`src/rtl/imem_burst_reader_pkg.sv`:
```
// Shared definitions for the instruction-memory AXI read initiator.
// AXI response codes, address width and the read-master FSM state type.
package imem_burst_reader_pkg;

   localparam int ADDR_WIDTH = 32;
   localparam int AXI_LEN_W  = 8;

   localparam logic [1:0] AXI_RESP_OKAY   = 2'b00;
   localparam logic [1:0] AXI_RESP_EXOKAY = 2'b01;
   localparam logic [1:0] AXI_RESP_SLVERR = 2'b10;
   localparam logic [1:0] AXI_RESP_DECERR = 2'b11;

   typedef enum logic [1:0] {
      IDLE,
      AR,
      R,
      RESP
   } axi_rd_mst_state_t;

   function automatic logic resp_is_err(
      input logic [1:0] rresp
   );
      return rresp != AXI_RESP_OKAY;
   endfunction

endpackage

```
`src/rtl/imem_burst_reader_if.sv`:
```
// AXI read address/data channels toward instruction memory.
// master = burst initiator, slave = memory responder.
interface axi_read_if;
   import imem_burst_reader_pkg::*;

   logic                  arvalid;
   logic                  arready;
   logic [ADDR_WIDTH-1:0] araddr;
   logic [AXI_LEN_W-1:0]  arlen;

   logic                  rvalid;
   logic                  rready;
   logic [31:0]           rdata;
   logic                  rlast;
   logic [1:0]            rresp;

   modport master (
      output arvalid,
      output araddr,
      output arlen,
      input  arready,
      output rready,
      input  rvalid,
      input  rdata,
      input  rlast,
      input  rresp
   );

   modport slave (
      input  arvalid,
      input  araddr,
      input  arlen,
      output arready,
      input  rready,
      output rvalid,
      output rdata,
      output rlast,
      output rresp
   );

endinterface

```
`src/rtl/imem_burst_reader_line_buffer.sv`:
```
// Line buffer: one 32-bit slot per beat, beat-indexed write,
// synchronous clear, whole line presented as one flat vector.
module line_buffer #(
   parameter int MAX_BEATS = 8,
   parameter int IDX_W     = $clog2(MAX_BEATS)
) (
   input  logic                   clk,
   input  logic                   rst_n,
   input  logic                   clr,
   input  logic                   we,
   input  logic [IDX_W-1:0]       widx,
   input  logic [31:0]            wdata,
   output logic [MAX_BEATS*32-1:0] data
);

   logic [31:0] mem [MAX_BEATS];

   always_ff @(posedge clk or negedge rst_n) begin
      if (!rst_n) begin
         for (int i = 0; i < MAX_BEATS; i++) begin
            mem[i] <= '0;
         end
      end else if (clr) begin
         for (int i = 0; i < MAX_BEATS; i++) begin
            mem[i] <= '0;
         end
      end else if (we) begin
         mem[widx] <= wdata;
      end
   end

   always_comb begin
      data = '0;
      for (int i = 0; i < MAX_BEATS; i++) begin
         data[i*32 +: 32] = mem[i];
      end
   end

endmodule

```
`src/rtl/imem_burst_reader.sv`:
```
// Instruction-memory burst reader: one AR, collect R beats, return line.
// Optional protocol checking and proto_err port: IMEM_RD_PROTO_CHECK_EN.
module imem_burst_reader
   import imem_burst_reader_pkg::*;
#(
   parameter int MAX_BEATS = 8,
   parameter int LEN_W     = $clog2(MAX_BEATS)
) (
   input  logic                    clk,
   input  logic                    rst_n,
   input  logic                    req_valid,
   output logic                    req_ready,
   input  logic [ADDR_WIDTH-1:0]   req_addr,
   input  logic [LEN_W-1:0]        req_len,
   output logic                    resp_valid,
   input  logic                    resp_ready,
   output logic [MAX_BEATS*32-1:0] resp_data,
   output logic                    resp_err,
`ifdef IMEM_RD_PROTO_CHECK_EN
   output logic                    proto_err,
`endif
   axi_read_if.master              axi_if
);

   localparam int CNT_W = $clog2(MAX_BEATS + 1);

   axi_rd_mst_state_t     state;
   logic [ADDR_WIDTH-1:0] addr_q;
   logic [LEN_W-1:0]      len_q;
   logic [CNT_W-1:0]      beat_cnt;
   logic                  err_q;
   logic                  arvalid_q;
   logic                  rready_q;

   logic                  accept;
   logic                  beat_full;
   logic                  beat_wr;
   logic                  proto_bad;
   logic                  unused_addr_lsb;

   assign unused_addr_lsb = ^req_addr[1:0];

   assign accept    = (state == IDLE) && req_valid && req_ready;
   assign beat_full = beat_cnt == CNT_W'(MAX_BEATS);

`ifdef IMEM_RD_PROTO_CHECK_EN
   logic past_len;
   logic at_len;

   assign past_len = beat_cnt > CNT_W'(len_q);
   assign at_len   = beat_cnt == CNT_W'(len_q);
`endif

   always_comb begin
      beat_wr   = 1'b0;
      proto_bad = 1'b0;
      if (state == R && axi_if.rvalid) begin
         beat_wr = !beat_full;
`ifdef IMEM_RD_PROTO_CHECK_EN
         // beats past the requested length never reach the line
         if (past_len) begin
            beat_wr = 1'b0;
         end
         proto_bad = (past_len && !axi_if.rlast)
                   || (axi_if.rlast && !at_len);
`endif
      end
   end

   always_ff @(posedge clk or negedge rst_n) begin
      if (!rst_n) begin
         state      <= IDLE;
         req_ready  <= 1'b0;
         arvalid_q  <= 1'b0;
         rready_q   <= 1'b0;
         resp_valid <= 1'b0;
         addr_q     <= '0;
         len_q      <= '0;
         beat_cnt   <= '0;
         err_q      <= 1'b0;
`ifdef IMEM_RD_PROTO_CHECK_EN
         proto_err  <= 1'b0;
`endif
      end else begin
         unique case (state)
            IDLE: begin
               if (accept) begin
                  addr_q    <= {req_addr[ADDR_WIDTH-1:2], 2'b00};
                  len_q     <= req_len;
                  beat_cnt  <= '0;
                  err_q     <= 1'b0;
                  req_ready <= 1'b0;
                  arvalid_q <= 1'b1;
                  state     <= AR;
               end else begin
                  req_ready <= 1'b1;
               end
            end
            AR: begin
               if (axi_if.arready) begin
                  arvalid_q <= 1'b0;
                  rready_q  <= 1'b1;
                  state     <= R;
               end
            end
            R: begin
               if (axi_if.rvalid) begin
                  if (beat_wr) begin
                     beat_cnt <= beat_cnt + CNT_W'(1);
                  end
                  err_q <= err_q
                         | resp_is_err(axi_if.rresp)
                         | proto_bad;
`ifdef IMEM_RD_PROTO_CHECK_EN
                  proto_err <= proto_err | proto_bad;
`endif
                  if (axi_if.rlast) begin
                     rready_q   <= 1'b0;
                     resp_valid <= 1'b1;
                     state      <= RESP;
                  end
               end
            end
            RESP: begin
               if (resp_ready) begin
                  resp_valid <= 1'b0;
                  req_ready  <= 1'b1;
                  state      <= IDLE;
               end
            end
            default: begin
               state <= IDLE;
            end
         endcase
      end
   end

   // address and length stay on the bus after AR for the responder
   assign axi_if.arvalid = arvalid_q;
   assign axi_if.araddr  = addr_q;
   assign axi_if.arlen   = AXI_LEN_W'(len_q);
   assign axi_if.rready  = rready_q;

   assign resp_err = err_q;

   line_buffer #(
      .MAX_BEATS (MAX_BEATS),
      .IDX_W     (LEN_W)
   ) u_line_buffer (
      .clk   (clk),
      .rst_n (rst_n),
      .clr   (accept),
      .we    (beat_wr),
      .widx  (beat_cnt[LEN_W-1:0]),
      .wdata (axi_if.rdata),
      .data  (resp_data)
   );

endmodule
```
`src/flat_wrapper.sv`:
```
// flat-port wrapper written by rule: the top's interface ports become plain ports
module imem_burst_reader_flat import imem_burst_reader_pkg::*;
#(
   parameter int MAX_BEATS = 8,
   parameter int LEN_W     = $clog2(MAX_BEATS)
)
  (clk, rst_n, req_valid, req_ready, req_addr, req_len, resp_valid, resp_ready, resp_data, resp_err, axi_if_arvalid, axi_if_araddr, axi_if_arlen, axi_if_arready, axi_if_rready, axi_if_rvalid, axi_if_rdata, axi_if_rlast, axi_if_rresp);
  axi_read_if axi_if_i ();
  input  logic clk;
  input  logic rst_n;
  input  logic req_valid;
  output logic req_ready;
  input  logic [ADDR_WIDTH-1:0] req_addr;
  input  logic [LEN_W-1:0] req_len;
  output logic resp_valid;
  input  logic resp_ready;
  output logic [MAX_BEATS*32-1:0] resp_data;
  output logic resp_err;
  output wire logic [$bits(axi_if_i.arvalid)-1:0] axi_if_arvalid;
  output wire logic [$bits(axi_if_i.araddr)-1:0] axi_if_araddr;
  output wire logic [$bits(axi_if_i.arlen)-1:0] axi_if_arlen;
  input wire logic [$bits(axi_if_i.arready)-1:0] axi_if_arready;
  output wire logic [$bits(axi_if_i.rready)-1:0] axi_if_rready;
  input wire logic [$bits(axi_if_i.rvalid)-1:0] axi_if_rvalid;
  input wire logic [$bits(axi_if_i.rdata)-1:0] axi_if_rdata;
  input wire logic [$bits(axi_if_i.rlast)-1:0] axi_if_rlast;
  input wire logic [$bits(axi_if_i.rresp)-1:0] axi_if_rresp;
  assign axi_if_arvalid = axi_if_i.arvalid;
  assign axi_if_araddr = axi_if_i.araddr;
  assign axi_if_arlen = axi_if_i.arlen;
  assign axi_if_i.arready = axi_if_arready;
  assign axi_if_rready = axi_if_i.rready;
  assign axi_if_i.rvalid = axi_if_rvalid;
  assign axi_if_i.rdata = axi_if_rdata;
  assign axi_if_i.rlast = axi_if_rlast;
  assign axi_if_i.rresp = axi_if_rresp;
  imem_burst_reader #(.MAX_BEATS(MAX_BEATS), .LEN_W(LEN_W)) u_core (.clk(clk), .rst_n(rst_n), .req_valid(req_valid), .req_ready(req_ready), .req_addr(req_addr), .req_len(req_len), .resp_valid(resp_valid), .resp_ready(resp_ready), .resp_data(resp_data), .resp_err(resp_err), .axi_if(axi_if_i));
endmodule
```
`config.mk`:
```
export PLATFORM = sky130hd
export DESIGN_NAME = imem_burst_reader_flat
export DESIGN_NICKNAME = d
export VERILOG_FILES = /design/src/rtl/imem_burst_reader_pkg.sv /design/src/rtl/imem_burst_reader_if.sv /design/src/rtl/imem_burst_reader_line_buffer.sv /design/src/rtl/imem_burst_reader.sv /design/src/flat_wrapper.sv
export SDC_FILE = /design/constraint.sdc
export NUM_CORES = 1
export LEC_CHECK = 0
export BUFFER_PORTS_ARGS = -buffer_cell sky130_fd_sc_hd__clkbuf_2
export CAP_MARGIN = 10
export CELL_PAD_IN_SITES_DETAIL_PLACEMENT = 0
export CELL_PAD_IN_SITES_GLOBAL_PLACEMENT = 1
export CORE_MARGIN = 3
export CORE_UTILIZATION = 40
export CTS_CLUSTER_DIAMETER = 30
export DETAILED_ROUTE_END_ITERATION = 10
export PLACE_DENSITY_LB_ADDON = 0.1
export SYNTH_ARGS = -nofsm -noshare
export SYNTH_HDL_FRONTEND = slang
export SYNTH_SLANG_ARGS = --single-unit
export TNS_END_PERCENT = 1
```
`constraint.sdc`:
```
create_clock -name clk -period 5.15 [get_ports clk]
set_input_delay 1.2875 -clock clk [delete_from_list [all_inputs] [get_ports clk]]
set_output_delay 1.2875 -clock clk [all_outputs]
set_load 0.01 [all_outputs]
```
# After elaboration in Yosys (flattened, before gate mapping)
# Cells that the tools add are included.
# classes
bitwise_logic	2
magnitude_cmp	2
addsub	1
muxes	33
n_eq_ne	10
n_reduce_logical	21
# ops
cell	count
$mux 256	2
$bwmux 256	1
$demux 32 s3	1
$mux 32	1
$reduce_bool 2->1	7
$mux 1	13
$mux 4	3
$reduce_and 4->1	3
$mux 2	5
$pmux 1 s2	5
$ne 2x2->1 const B	4
$pmux 2 s4	1
$pmux 4 s2	1
$reduce_and 3->1	2
$reduce_and 5->1	1
$add 4x1->4 const B	1
$eq 2x2->1 const B	2
$eq 4x4->1 const B	1
$ge 4x4->1 const B	1
$logic_and 1x1->1	4
$lt 4x1->1 const B	1
$ne 2x1->1 const B	2
$not 3->4	1
$reduce_and 2->1	2
4 further kinds	4
# word_totals
elab_cells	86
ff_bits	300
out_inout_bits	301
input_bits	76

# Longest topological paths before layout
# logic_depth
word_depth	8
ltp_mapped	8
mapped_depth_nobuf	5

# Modules after synthesis
# A second synthesis with hierarchy kept.
# unflattened
cells_unflattened	1058
area_unflattened_um2	13302.8
# by_module_without_submodules
module	n_inst	seq_area_each_um2	cells_each	area_per_inst_um2
line_buffer	1	6406.1	907	11314.6
imem_burst_reader	1	1101.1	151	1988.2

# Worst setup path before layout
# No wires, ideal clock.
# synth_timing
path_kind	input to register
start	in axi_if_rvalid
end	reg u_core.state[1]
path_buffers	1
path_slack_ps	2794
required_time_ps	5022
setup_ps	128
arrival_ps	2228
cell_stages	4
cell_sequence	buf_4 > nand2_2 > a2111oi_4 > mux2_1
# synth_between
elab_chain_cells	2
# synth_rtl
element	line_no	text
start, declared	flat_wrapper.sv:24	input wire logic [$bits(axi_if_i.rvalid)-1:0] axi_if_rvalid;
$ne 2x2->1 (no source line)	--	
$reduce_and 5->1 (no source line)	--	
end signal, assigned	imem_burst_reader.sv:72	state <= IDLE;
end signal, assigned	imem_burst_reader.sv:94	state <= AR;
end signal, assigned	imem_burst_reader.sv:103	state <= R;
end, declared	imem_burst_reader.sv:27	axi_rd_mst_state_t state;
# No other way between the ends.
# A chain may end at the register's enable or synchronous reset.

# Worst setup path in the final report
# layout_timing
start	reg u_core.state[0]
end	reg u_core.u_line_buffer.mem, in the netlist u_core.u_line_buffer.data[2]
# layout_between
elab_chain_cells	4
word_cells_on_any_way	8
classes_between	1 x eq/ne; 2 x mux; 5 x reduce/logical
# layout_rtl
element	line_no	text
$eq 2x2->1 or $logic_not 2->1 (tied branches)	imem_burst_reader.sv:57, imem_burst_reader.sv:43	
$logic_and 1x1->1, on equally long branches	imem_burst_reader.sv:57, imem_burst_reader.sv:43	
$mux 1 or $logic_and 1x1->1 (tied branches)	imem_burst_reader.sv:57, imem_burst_reader.sv:43	
$reduce_bool 2->1 (no source line) or $mux 256 (tied branches)	--	
end signal, assigned by index	imem_burst_reader_line_buffer.sv:28	mem[widx] <= wdata;
end, declared	imem_burst_reader_line_buffer.sv:16	logic [31:0] mem [MAX_BEATS];
# Several ways; a longest one is shown, not always the timed one.

==> reports/results.txt <==
Status - finished clean
Final hold viol count - 0
Setup Viol. Count Final - 0
Hold Buf Count CTS - 0
Setup crit start - u_core.state[0]
FF+latch count, synth - 300
Seq. cell area - 7510 sq um
Min-delay worst type - reg2reg
Post-CTS Resized - 0
Crit end category - flip-flop
CTS tree - built
Dpl cells - 1884
DIE AREA - 34500 sq um
Post-CTS setup buffers - 0
Leak pwr - 0.00909 uW
Avg Inst Size Synth - 10.7 sq um
Dominant cell type by area after synthesis - dfrtp_1
Multi-input gate area - 4830 sq um
Mapped cell area - 12900 sq um
Post-synthesis sequential area ratio - 0.581
CP startpoint kind - flip-flop
Yosys cell types - 46
Compound-cell area share of the yosys netlist - 0.116
Vias in the first global route - 10700
PortBufs - 367
H-tree Lvls - 3
Initial antenna violation count - 0
Fmax - 315 MHz
VDD IR max - 0.369 mV
Ports - 377
Longest Clk Path Bufs - 3
Initial core utilization - 0.407
Post-route design area - 17400 sq um
Ratio of final minimum period to clock period - 0.617
Clk_skew - 0.0138 ns
Die Ht - 186 um
Min cycle time layout - 3.18 ns
# rows - 65
Post-DP Area - 14900 sq um
Crit Path Max Fanout - 24
Area Growth Syn to Fin - 34.6%
Rel. slew slack - 0.303
Largest family of logic cells by synthesized area - multiplexers
P per Cell Area - 646 nW/um^2
DR WL/cell - 21.4 um
Clk slew on worst S/H paths - 0.05 ns
Post-Syn Instances - 1202
Global-route wire length before repair - 65000 um
Final WL - 43100 um
Post-route ant nets - 0
Synth area leaders - dfrtp_1 58%, mux2i_1 10%, a21oi_1 5.0%
Hold Crit Start - u_core.axi_if.araddr[3]
Post-DP HPWL - 27800 um
Post-synthesis mux area share - 0.131
Cts bufs inserted - 71
Number of synthesized flops with an enable pin - 0
RSZ-0062 raised after global routing - no
Vias - 10700
Layout cells sized above 1 - 0.324
Synth warnings - 0
Fin nets - 1637
Layout Cells excl Fill - 2011
Ys async rst share - 1.00
GR Util All Layers - 0.245
Reg2Reg Setup Slack - 1.97 ns
Yosys top cell area share - 0.581
Max Cap Viol - 0
Layout fillers - 2920
Pin count of the biggest net entering global routing - 129
Die Wd - 186 um
CORE AREA - 31700 sq um
GP Congestion - 0.778
Arrival time worst endpoint - 3.60 ns
Adder-cell share of the synthesized area - 0.00581
Worst Tran Pin Value - 1.04 ns
Worst Setup Path Type - reg2reg
Remaining Overflow, GRT - 0
DR pass1 iterations - 5
Slew Limit Fails - 0
Antenna fix cells - 0
Post-Synth Simple-Gate Area - 0.116
# DRC - 0
Sink Count - 300
Initial DRC Count - 959
CP required - 5.57 ns
Vias per cell - 5.30
Area share of xor/xnor cells in the synthesized design - 0
Critical R2R Launch - u_core.state[0]
Primary FF master, synth - dfrtp_1
Root Driver - clkbuf_16
Clk_lat worst skew - 0.55 ns
Post-route setup TNS - 0 ns
==> metrics by stage <==
| stage | total power (uW) | utilization | hold WS, ns | worst slack, ns |
|---|---|---|---|---|
| CTS | 11300 | 0.548 | 0.491 | 1.93 |
| floorplan | 5370 | - | 0.512 | 2.79 |
| global route | 11800 | 0.548 | 0.501 | 1.71 |
| detailed placement | 6820 | 0.471 | 0.481 | 1.48 |
| global placement | 6760 | 0.471 | 0.476 | 1.49 |
| finish | 11200 | 0.548 | 0.484 | 1.97 |
==> power by group <==
| group | internal, uW | switching [uW] |
|---|---|---|
| Combinational | 1150 | 2050 |
| Sequential | 3110 | 443 |
| Clock | 3130 | 1360 |
| Total | 7390 | 3850 |
==> cell usage in the layout, fill, tap and decap left out, types with 4 or more instances in the layout <==
master      instances
clkbuf_2          366
dfrtp_1           300
nand2_1           167
mux2i_1           131
a21oi_1           130
nand3_1           129
o21ai_0           105
clkbuf_16          75
mux2_1             34
o21ai_1            27
buf_4              18
clkbuf_8           14
clkbuf_1           11
clkinv_2           10
inv_1               8
conb_1              7
clkinvlp_4          7
ha_1                6
bufinv_16           6
nor2b_1             5
nand3_4             4
nor2_1              4
buf_12              4
==> cell families after synthesis <==
logic type,Yosys count
DFF,300
other,1
AOI/OAI and AO/OA,281
adders and majority gates,6
and+or+nand+nor,326
buffers and inverters,123
muxes,165
==> state kept, by name, summed over array words and instances (netlist names) <==
name	cells
u_core.state	2
u_core.axi_if.arvalid	1
u_core.resp_valid	1
u_core.u_line_buffer.data	256
u_core.axi_if.rready	1
u_core.resp_err	1
u_core.beat_cnt	4
u_core.req_ready	1
u_core.axi_if.araddr	30
u_core.len_q	3
==> path summary, 6_finish.rpt <==
check,to,cells after the start
worst min-delay path,u_core.axi_if.araddr[3],1
worst max register to register,u_core.u_line_buffer.data[2],6
min in group asynchronous,u_core.axi_if.araddr[10],1
max in group asynchronous,u_core.u_line_buffer.data[197],2
worst min register to register,u_core.axi_if.araddr[3],1
worst max-delay path,u_core.u_line_buffer.data[2],6
==> critical path, cell delays in order (launching register included) <==
cell     delay, ns
dfrtp_1       0.39
inv_1         0.10
ha_1          0.56
and2_1        0.49
nand3_2       0.82
buf_4         0.51
mux2i_1       0.14
==> cells in the mapped netlist, types with 3 or more instances <==
master and number:
dfrtp_1 300, nand2_1 167, mux2i_1 131, a21oi_1 130
nand3_1 130, o21ai_0 105, buf_2 45, clkbuf_1 41
mux2_1 34, o21ai_1 27, buf_4 22, inv_1 8
nor2b_1 7, buf_6 6, ha_1 6, nor2_1 5
nand3_2 3
==> layout make-up <==
cell class | count | area share
clock buffer | 100 | 0.121
clock inverter | 27 | 0.0192
inverter | 8 | 0.00173
multi-input combinational | 785 | 0.278
sequential | 300 | 0.432
tap | 402 | 0.0289
timing repair buffer | 389 | 0.119
==> layer usage <==
| metal | GRT usage | part of all wire |
|---|---|---|
| met2 | 0.379 | 0.47 |
| met1 | 0.334 | 0.43 |
| met5 | 0 | 0 |
| met3 | 0.0707 | 0.076 |
| met4 | 0.0780 | 0.023 |
No activity file was read; power rests on OpenSTA's default activity.
